**src/rtl/beep_tone_gen.sv**
```systemverilog
// rtl/beep_tone_gen.sv - multi-channel square-wave tone generator with glitch-free note queueing
// Each channel runs an IDLE/PLAY FSM; new notes wait in a 1-deep pending slot until a period boundary.
module beep_tone_gen #(
  parameter int NCH    = 2,
  parameter int DIV_W  = 32,
  parameter int DUTY_W = 8,
  parameter int LEN_W  = 16,
  parameter int MIX    = 0
) (
  input  logic                    clk,
  input  logic                    rst,
  input  logic [NCH-1:0]          load,
  input  logic [NCH*DIV_W-1:0]    div,
  input  logic [NCH*DUTY_W-1:0]   duty,
  input  logic [NCH*LEN_W-1:0]    len,
  output logic [NCH-1:0]          busy,
  output logic [NCH-1:0]          done,
  output logic [NCH-1:0]          wave,
  output logic                    beep
);

  typedef enum logic {IDLE = 1'b0, PLAY = 1'b1} state_t;

  localparam int PW = DIV_W + DUTY_W;
  localparam logic [DIV_W-1:0] D_ONE = 1;
  localparam logic [LEN_W-1:0] L_ONE = 1;

  genvar g;
  for (g = 0; g < NCH; g++) begin : g_ch
    state_t             state, state_nx;
    logic [DIV_W-1:0]   d_in, lo_in, cnt, d_r, lo_r, pd_r, plo_r, ed, elo;
    logic [DUTY_W-1:0]  duty_in;
    logic [LEN_W-1:0]   l_in, per, l_r, pl_r, el;
    logic [PW-1:0]      prod;
    logic               valid_in, pv_r, ev, wrap, last, done_nx;
    logic               done_r, wave_r, busy_c, done_c, wave_c;

    assign d_in     = div[g*DIV_W +: DIV_W];
    assign duty_in  = duty[g*DUTY_W +: DUTY_W];
    assign l_in     = len[g*LEN_W +: LEN_W];
    assign prod     = {{DUTY_W{1'b0}}, d_in} * {{DIV_W{1'b0}}, duty_in};
    // Low time first: LO = D - high time, so duty=0 leaves the wave silent.
    assign lo_in    = d_in - DIV_W'(prod >> DUTY_W);
    assign valid_in = (d_in > D_ONE) && (l_in != '0);
    assign wrap     = (state == PLAY) && (cnt == d_r - D_ONE);
    assign last     = wrap && (per == l_r - L_ONE);

    // A load in this very cycle overrides whatever is already pending.
    always_comb begin
      ev  = pv_r;
      ed  = pd_r;
      elo = plo_r;
      el  = pl_r;
      if (load[g]) begin
        ev  = valid_in;
        ed  = d_in;
        elo = lo_in;
        el  = l_in;
      end
    end

    assign done_nx = (load[g] && !valid_in) || (last && !ev);

    always_ff @(posedge clk) begin
      if (!rst) state <= IDLE;
      else      state <= state_nx;
    end

    always_comb begin
      state_nx = state;
      case (state)
        IDLE:    if (load[g] && valid_in) state_nx = PLAY;
        PLAY:    if (last && !ev)         state_nx = IDLE;
        default: state_nx = IDLE;
      endcase
    end

    always_comb begin
      busy_c = (state == PLAY);
      done_c = done_r;
      wave_c = wave_r;
    end

    always_ff @(posedge clk) begin
      if (!rst) begin
        cnt    <= '0;
        per    <= '0;
        d_r    <= '0;
        lo_r   <= '0;
        l_r    <= '0;
        pv_r   <= 1'b0;
        pd_r   <= '0;
        plo_r  <= '0;
        pl_r   <= '0;
        done_r <= 1'b0;
        wave_r <= 1'b0;
      end else begin
        done_r <= done_nx;
        wave_r <= (state == PLAY) && (cnt >= lo_r);
        if (state == IDLE) begin
          if (load[g] && valid_in) begin
            d_r  <= d_in;
            lo_r <= lo_in;
            l_r  <= l_in;
          end
          cnt  <= '0;
          per  <= '0;
          pv_r <= 1'b0;
        end else if (wrap && ev) begin
          d_r  <= ed;
          lo_r <= elo;
          l_r  <= el;
          cnt  <= '0;
          per  <= '0;
          pv_r <= 1'b0;
        end else begin
          pv_r  <= ev;
          pd_r  <= ed;
          plo_r <= elo;
          pl_r  <= el;
          if (wrap) begin
            cnt <= '0;
            per <= per + L_ONE;
          end else begin
            cnt <= cnt + D_ONE;
          end
        end
      end
    end

    assign busy[g] = busy_c;
    assign done[g] = done_c;
    assign wave[g] = wave_c;
  end

  always_ff @(posedge clk) begin
    if (!rst)          beep <= 1'b0;
    else if (MIX != 0) beep <= ^wave;
    else               beep <= |wave;
  end

endmodule
```
**config.mk**
```make
export PLATFORM = sky130hd
export DESIGN_NAME = beep_tone_gen
export DESIGN_NICKNAME = d
export VERILOG_FILES = /design/src/rtl/beep_tone_gen.sv
export SDC_FILE = /design/constraint.sdc
export NUM_CORES = 2
export LEC_CHECK = 0
export CORE_AREA = 5 5 248 250
export CTS_CLUSTER_SIZE = 16
export DETAILED_ROUTE_END_ITERATION = 12
export DIE_AREA = 0 0 253 255
export PLACE_DENSITY = 0.95
export SLEW_MARGIN = 20
export SYNTH_ARGS = -nofsm -noshare
export SYNTH_HDL_FRONTEND = slang
export SYNTH_SLANG_ARGS = --single-unit
```
**constraint.sdc**
```tcl
create_clock -name clk -period 14.6 [get_ports clk]
set_input_delay 2.19 -clock clk [delete_from_list [all_inputs] [get_ports clk]]
set_output_delay 2.19 -clock clk [all_outputs]
set_load 0.005 [all_outputs]
```
## Yosys cells after proc, flatten, opt, wreduce, memory -nomap -nowiden

Index checks and enable logic that the tools add are counted.

| storage, ports and cells | value |
|---|---|
| bits in registers | 425 |
| input bits | 116 |
| output and inout bits | 7 |
| logic and storage cells | 119 |

| cells by class | value |
|---|---|
| add/subtract/negate cells | 10 |
| multiply operators | 2 |
| order comparisons | 4 |
| eq/ne operators | 6 |
| mux-type cells | 32 |
| bitwise operators | 5 |
| reductions and logical operators | 35 |

Operators with widths:

| cell | count |
|---|---|
| $mux W32 | 16 |
| $mux W16 | 8 |
| $mul A32 B8 Y40 | 2 |
| $add A32 B1 Y32 const B | 2 |
| $eq A32 B32 Y1 | 2 |
| $ge A32 B32 Y1 | 2 |
| $gt A32 B1 Y1 const B | 2 |
| $sub A32 B1 Y32 const B | 2 |
| $sub A32 B32 Y32 | 2 |
| $add A16 B1 Y16 const B | 2 |
| $eq A16 B16 Y1 | 2 |
| $reduce_bool A16 Y1 | 2 |
| $sub A16 B1 Y16 const B | 2 |
| $logic_and A1 B1 Y1 | 16 |
| $reduce_and A2 Y1 | 4 |
| $reduce_or A4 Y1 | 2 |
| $mux W1 | 6 |
| $reduce_or A3 Y1 | 2 |
| $not A1 Y1 | 5 |
| $logic_not A1 Y1 | 4 |
| $ne A2 B1 Y1 const B | 2 |
| $pmux W1 S2 | 2 |
| $reduce_bool A2 Y1 | 2 |
| $logic_or A1 B1 Y1 | 2 |
| $reduce_or A2 Y1 | 1 |

## Depth between registers and ports, before layout

| logic depth | value |
|---|---|
| depth in word-level cells | 7 |
| mapped depth | 32 |
| mapped depth without buffers | 31 |

## Worst setup path before layout

OpenSTA, ideal clock, no wires.

| timing path | value |
|---|---|
| path kind | input-to-reg |
| start point | input port div[38] |
| end point | register g_ch[1].plo_r[31] |
| library setup time | 0.131 ns |
| arrival time | 8.802 ns |
| required time | 14.469 ns |
| setup slack | 5.666 ns |
| stages | 28 |
| path buffers | 1 |
| cell sequence | clkbuf_1 > and2_1 > fa_1 > fa_1 > fa_1 > inv_1 > fa_1 > inv_1 > ha_1 > and3_1 > or3b_2 > a31oi_1 > o2111ai_1 > a21bo_2 > o21bai_1 > a21o_1 > a21oi_1 > xor2_1 > ha_1 > a21oi_1 > a21oi_1 > a2111oi_0 > nor3_1 > nor3_1 > o211ai_1 > xnor3_1 > nand3_1 > o21ai_0 |

| on the way | value |
|---|---|
| cells in the longest elaborated chain, start to end | 6 |
| elaborated cells between the ends (all ways) | 9 |
| those cells by class | 1 x add/sub; 1 x mul; 1 x order compare; 2 x mux; 1 x bitwise; 3 x reduce/logical |

RTL lines:

| item | RTL line | RTL |
|---|---|---|
| from (decl) | 13 | `input logic [NCH*DIV_W-1:0] div,` |
| parallel branches: the longest is 6 deep, another holds $mul A32 B8 Y40 | n/a |  |
| to (signal assigned) | 119 | `plo_r <= elo;` |
| to (decl) | 31 | `logic [DIV_W-1:0] d_in, lo_in, cnt, d_r, lo_r, pd_r, plo_r, ed, elo;` |

Several ways; the timed one is not identified.
A chain may end at the register's enable or synchronous reset.

## Worst setup path in the final report

| timing path | value |
|---|---|
| start point | input port duty[6] |
| end point | register g_ch[0].lo_r[28] |

| on the way | value |
|---|---|
| cells in the longest elaborated chain, start to end | 5 |
| elaborated cells between the ends (all ways) | 6 |
| those cells by class | 1 x add/sub; 1 x mul; 4 x mux |

RTL lines:

| item | RTL line | RTL |
|---|---|---|
| from (decl) | 14 | `input logic [NCH*DUTY_W-1:0] duty,` |
| $mul A32 B8 Y40 * | 41 | `assign prod = {{DUTY_W{1'b0}}, d_in} * {{DIV_W{1'b0}}, duty_in};` |
| $sub A32 B32 Y32 * | 43 | `assign lo_in = d_in - DIV_W'(prod >> DUTY_W);` |
| $mux W32 | 54 | `if (load[g]) begin` |
| $mux W32 | 109 | `end else if (wrap && ev) begin` |
| $mux W32 * | 100 | `if (state == IDLE) begin` |
| to (signal assigned) | 103 | `lo_r <= lo_in;` |
| to (signal assigned) | 111 | `lo_r <= elo;` |
| to (decl) | 31 |  |

Mark *: on every way between the ends. The rest lies on a longest branch, timed or not. The select of a mux whose other input is x is not followed.

==> metrics.csv <==
metric,value,unit
status,"complete, no violations",
non-filler cells in the finished layout,5523,
Achievable Freq,0.0957,GHz
final total negative setup slack,0,ns
DR vias,35200,
layout cells sized above 1,0.0333,
clock-pin transition on the worst setup and hold timing paths,0.06,ns
number of maximum-capacitance violations,0,
die span in y,255,um
count of flip-flops with a built-in enable after synthesis,0,
share of synthesized area occupied by flip-flops and latches,0.211,
Final Cycle Share,0.716,
num ports,123,
diodes inserted,0,
Clock Sink Count,425,
maximum level of the CTS H-tree,2,
leading register cell type out of synthesis,dfxtp_1,
cell occurring most often along the worst timing path,fa_1,
Critical Path Slowest Stage Cell,clkdlybuf4s50_1,
standard-cell rows,89,
global-route wire length before repair,175000,um
share of the synthesized area in the top cell type,0.211,
largest net degree at the start of global routing,131,
Startpoint Class,input pin,
hold violation count in the final report,0,
fraction of synthesis flops using an asynchronous set or reset pin,0,
weighted congestion at the end of routability-driven global placement,0.964,
Yosys warning total,0,
post-synthesis instance area,40400,um^2
starting DRC count in detailed routing,3960,
P&R area growth vs syn,6.59,%
start point of the worst hold path,g_ch[1].plo_r[28]$_SDFFE_PN0P_,
total global routing track utilization,0.324,
Total Wirelength,107000,um
vias in the first global route,35500,
placed cells,5446,
Die X-Extent,253,um
Slew HR,0.202,
Port Buf Inserts,122,
beginning of the critical path,duty[6],
critical-path maximum fanout,32,
setup repair after global routing missed its margin,false,
DR WL/cell,19.3,um
post-DR vias/cell,6.38,
clock tree root buffer cell,clkbuf_16,
slew at the pin closest to its max-slew limit,1.19,ns
"Data arrival, critical path",10.92,ns
worst setup path category,input pin to register,
source of the worst register-to-register timing path,g_ch[0].d_r[0]$_SDFFE_PN0P_,
"delay-heaviest family, CP",compound AO/OA/AOI/OAI gates,
Skew-Pair Late Insertion Delay,0.58,ns
register bit count reported by yosys,425,
Synth Instances,4825,
leading area contributor after synthesis,dfxtp_1,
area of combinational cells with multiple inputs,29100,um^2
placed wire-length estimate after detailed placement,75700,um
final setup fails,0,
Total Die Area,64500,um^2
Final Max Tran Viols,0,
Routed Antenna Nets,0,
core occupancy in the finished layout,0.732,
"Hold-fix buffers, CTS",0,
antenna violations before repair,0,
Syn Nets,5549,
Hold Path Class,register to register,
Num CTS Buffers,45,
areal power density over the cells,232,nW/um^2
count of TritonRoute iterations in the first routing pass,6,
DRC viols,0,
Bufs on Longest Clock Path,3,
Tmin final,10.45,ns
count of instances resized after the clock tree is built,0,
Leakage,18.2,nW
post-synthesis area per instance,8.37,um^2
CP Capture Type,register,
stage delay of the slowest cell on the critical path,1.01,ns
setup bufs post-CTS,0,
Critical path buffers and inverters,3,
top post-synthesis cells by area,"dfxtp_1 (21%), fa_1 (18%), ha_1 (7.7%), and2_1 (6.4%), nand2_1 (5.0%)",
Placeable Area,58800,um^2
number of nets in the layout,5444,
IR Drop Worst-Case VDD,0.000258,V
fillers,3935,
clk_skew,0.0199,ns
aggregate global routing overflow,0,
Worst Path Required,15.07,ns
TritonCTS clock tree,yes,
starting density of the core,0.687,
count of cell types in the netlist,85,
area taken by flip-flops and latches,8510,um^2
-- flip-flops by register name, summed over array words and instances, names as in the netlist --
signal	count
beep	1
g_ch.busy_c	2
g_ch.cnt	64
g_ch.d_r	64
g_ch.done_c	2
g_ch.l_r	32
g_ch.lo_r	64
g_ch.pd_r	64
g_ch.per	32
g_ch.pl_r	32
g_ch.plo_r	64
g_ch.pv_r	2
g_ch.wave_c	2
-- stage by stage --
step | total power (W) | hold slack (ns) | area, um^2 | setup WS (ns)
5_1_grt | 0.0108 | 0.483 | 43000 | 3.54
3_5_place_dp | 0.00852 | 0.451 | 41500 | 3.85
6_report | 0.00997 | 0.458 | 43000 | 4.15
2_1_floorplan | 0.00695 | 0.436 | 40400 | 5.67
3_3_place_gp | 0.00824 | 0.444 | 41500 | 4.07
4_1_cts | 0.00979 | 0.459 | 43000 | 4.36
-- final timing paths --
kind                                                        to  slack, ns  depth (start not counted)
worst min register to register  g_ch[1].plo_r[28]$_SDFFE_PN0P_       0.46                          2
worst max-delay path             g_ch[0].lo_r[28]$_SDFFE_PN0P_       4.15                         28
worst min-delay path            g_ch[1].plo_r[28]$_SDFFE_PN0P_       0.46                          2
worst max register to register    g_ch[0].lo_r[6]$_SDFFE_PN0P_       9.10                         13
-- where the power goes --
part           internal [W]  total [W]  switching, W
registers           0.00130    0.00141      0.000106
clock network      0.000706    0.00119      0.000479
logic               0.00299    0.00737       0.00438
total               0.00500    0.00997       0.00497
-- metal layers --
layer  global-route usage  wire length (um)  vias to the layer above
li1                     -                 -                    16000
met5                    0                 0                        -
met2                0.537             49900                     1917
met1                0.428             42100                    16900
met4                0.127              3880                        0
met3               0.0538             10700                      394
-- cells in the final DEF, fill, tap and decap left out, drive strengths merged, types with 44 or more instances in the layout --
cell type,synthesis,routed
o21ai,104,104
nor2,433,433
a311oi,145,145
clkbuf,239,62
a21oi,152,152
xor2,136,136
nor4,52,52
ha,248,248
a21o,82,82
nand4,57,57
fa,360,360
nand3,79,79
mux2i,159,159
nand2,539,539
xnor2,165,165
clkdlybuf4s50,0,122
and3,44,44
nor3,147,147
dfxtp,425,425
inv,406,407
and2,413,413
-- worst reg2reg max path: stages, from the launching register on --
cell and delay, ns:
dfxtp_1 0.39, inv_1 0.10, ha_1 0.26, or4b_1 0.59, or3_1 0.43, nor3_1 0.30, a311oi_1 0.14, o21ai_1 0.20
o2111ai_1 0.16, or4_1 0.90, or3_1 0.71, nand2_2 0.15, buf_4 0.68, a311oi_1 0.30
-- synth_stat cells (103+ instances only) --
library cell  count
nand2_1         539
nor2_1          433
dfxtp_1         425
and2_1          413
inv_1           406
fa_1            360
ha_1            248
clkbuf_1        239
xnor2_1         165
mux2i_1         159
a21oi_1         150
nor3_1          145
xor2_1          136
a311oi_1        131
o21ai_0         103
-- final cells by class --
type,count,area share
clock buffer,62,0.0300
clock inverter,15,0.00491
inverter,406,0.0356
multi-input combinational,3690,0.676
sequential,425,0.198
tap,773,0.0225
timing repair buffer,152,0.0336
-- kinds of logic after synthesis --
group | synth area share
AND/OR/NAND/NOR | 0.234
buffers and inverters | 0.0701
AO/OA/AOI/OAI | 0.123
adder cells (fa/ha/maj) | 0.255
flip-flops | 0.211
XOR/XNOR | 0.0658
multiplexers | 0.0405
(Power assumes the default switching activity.)
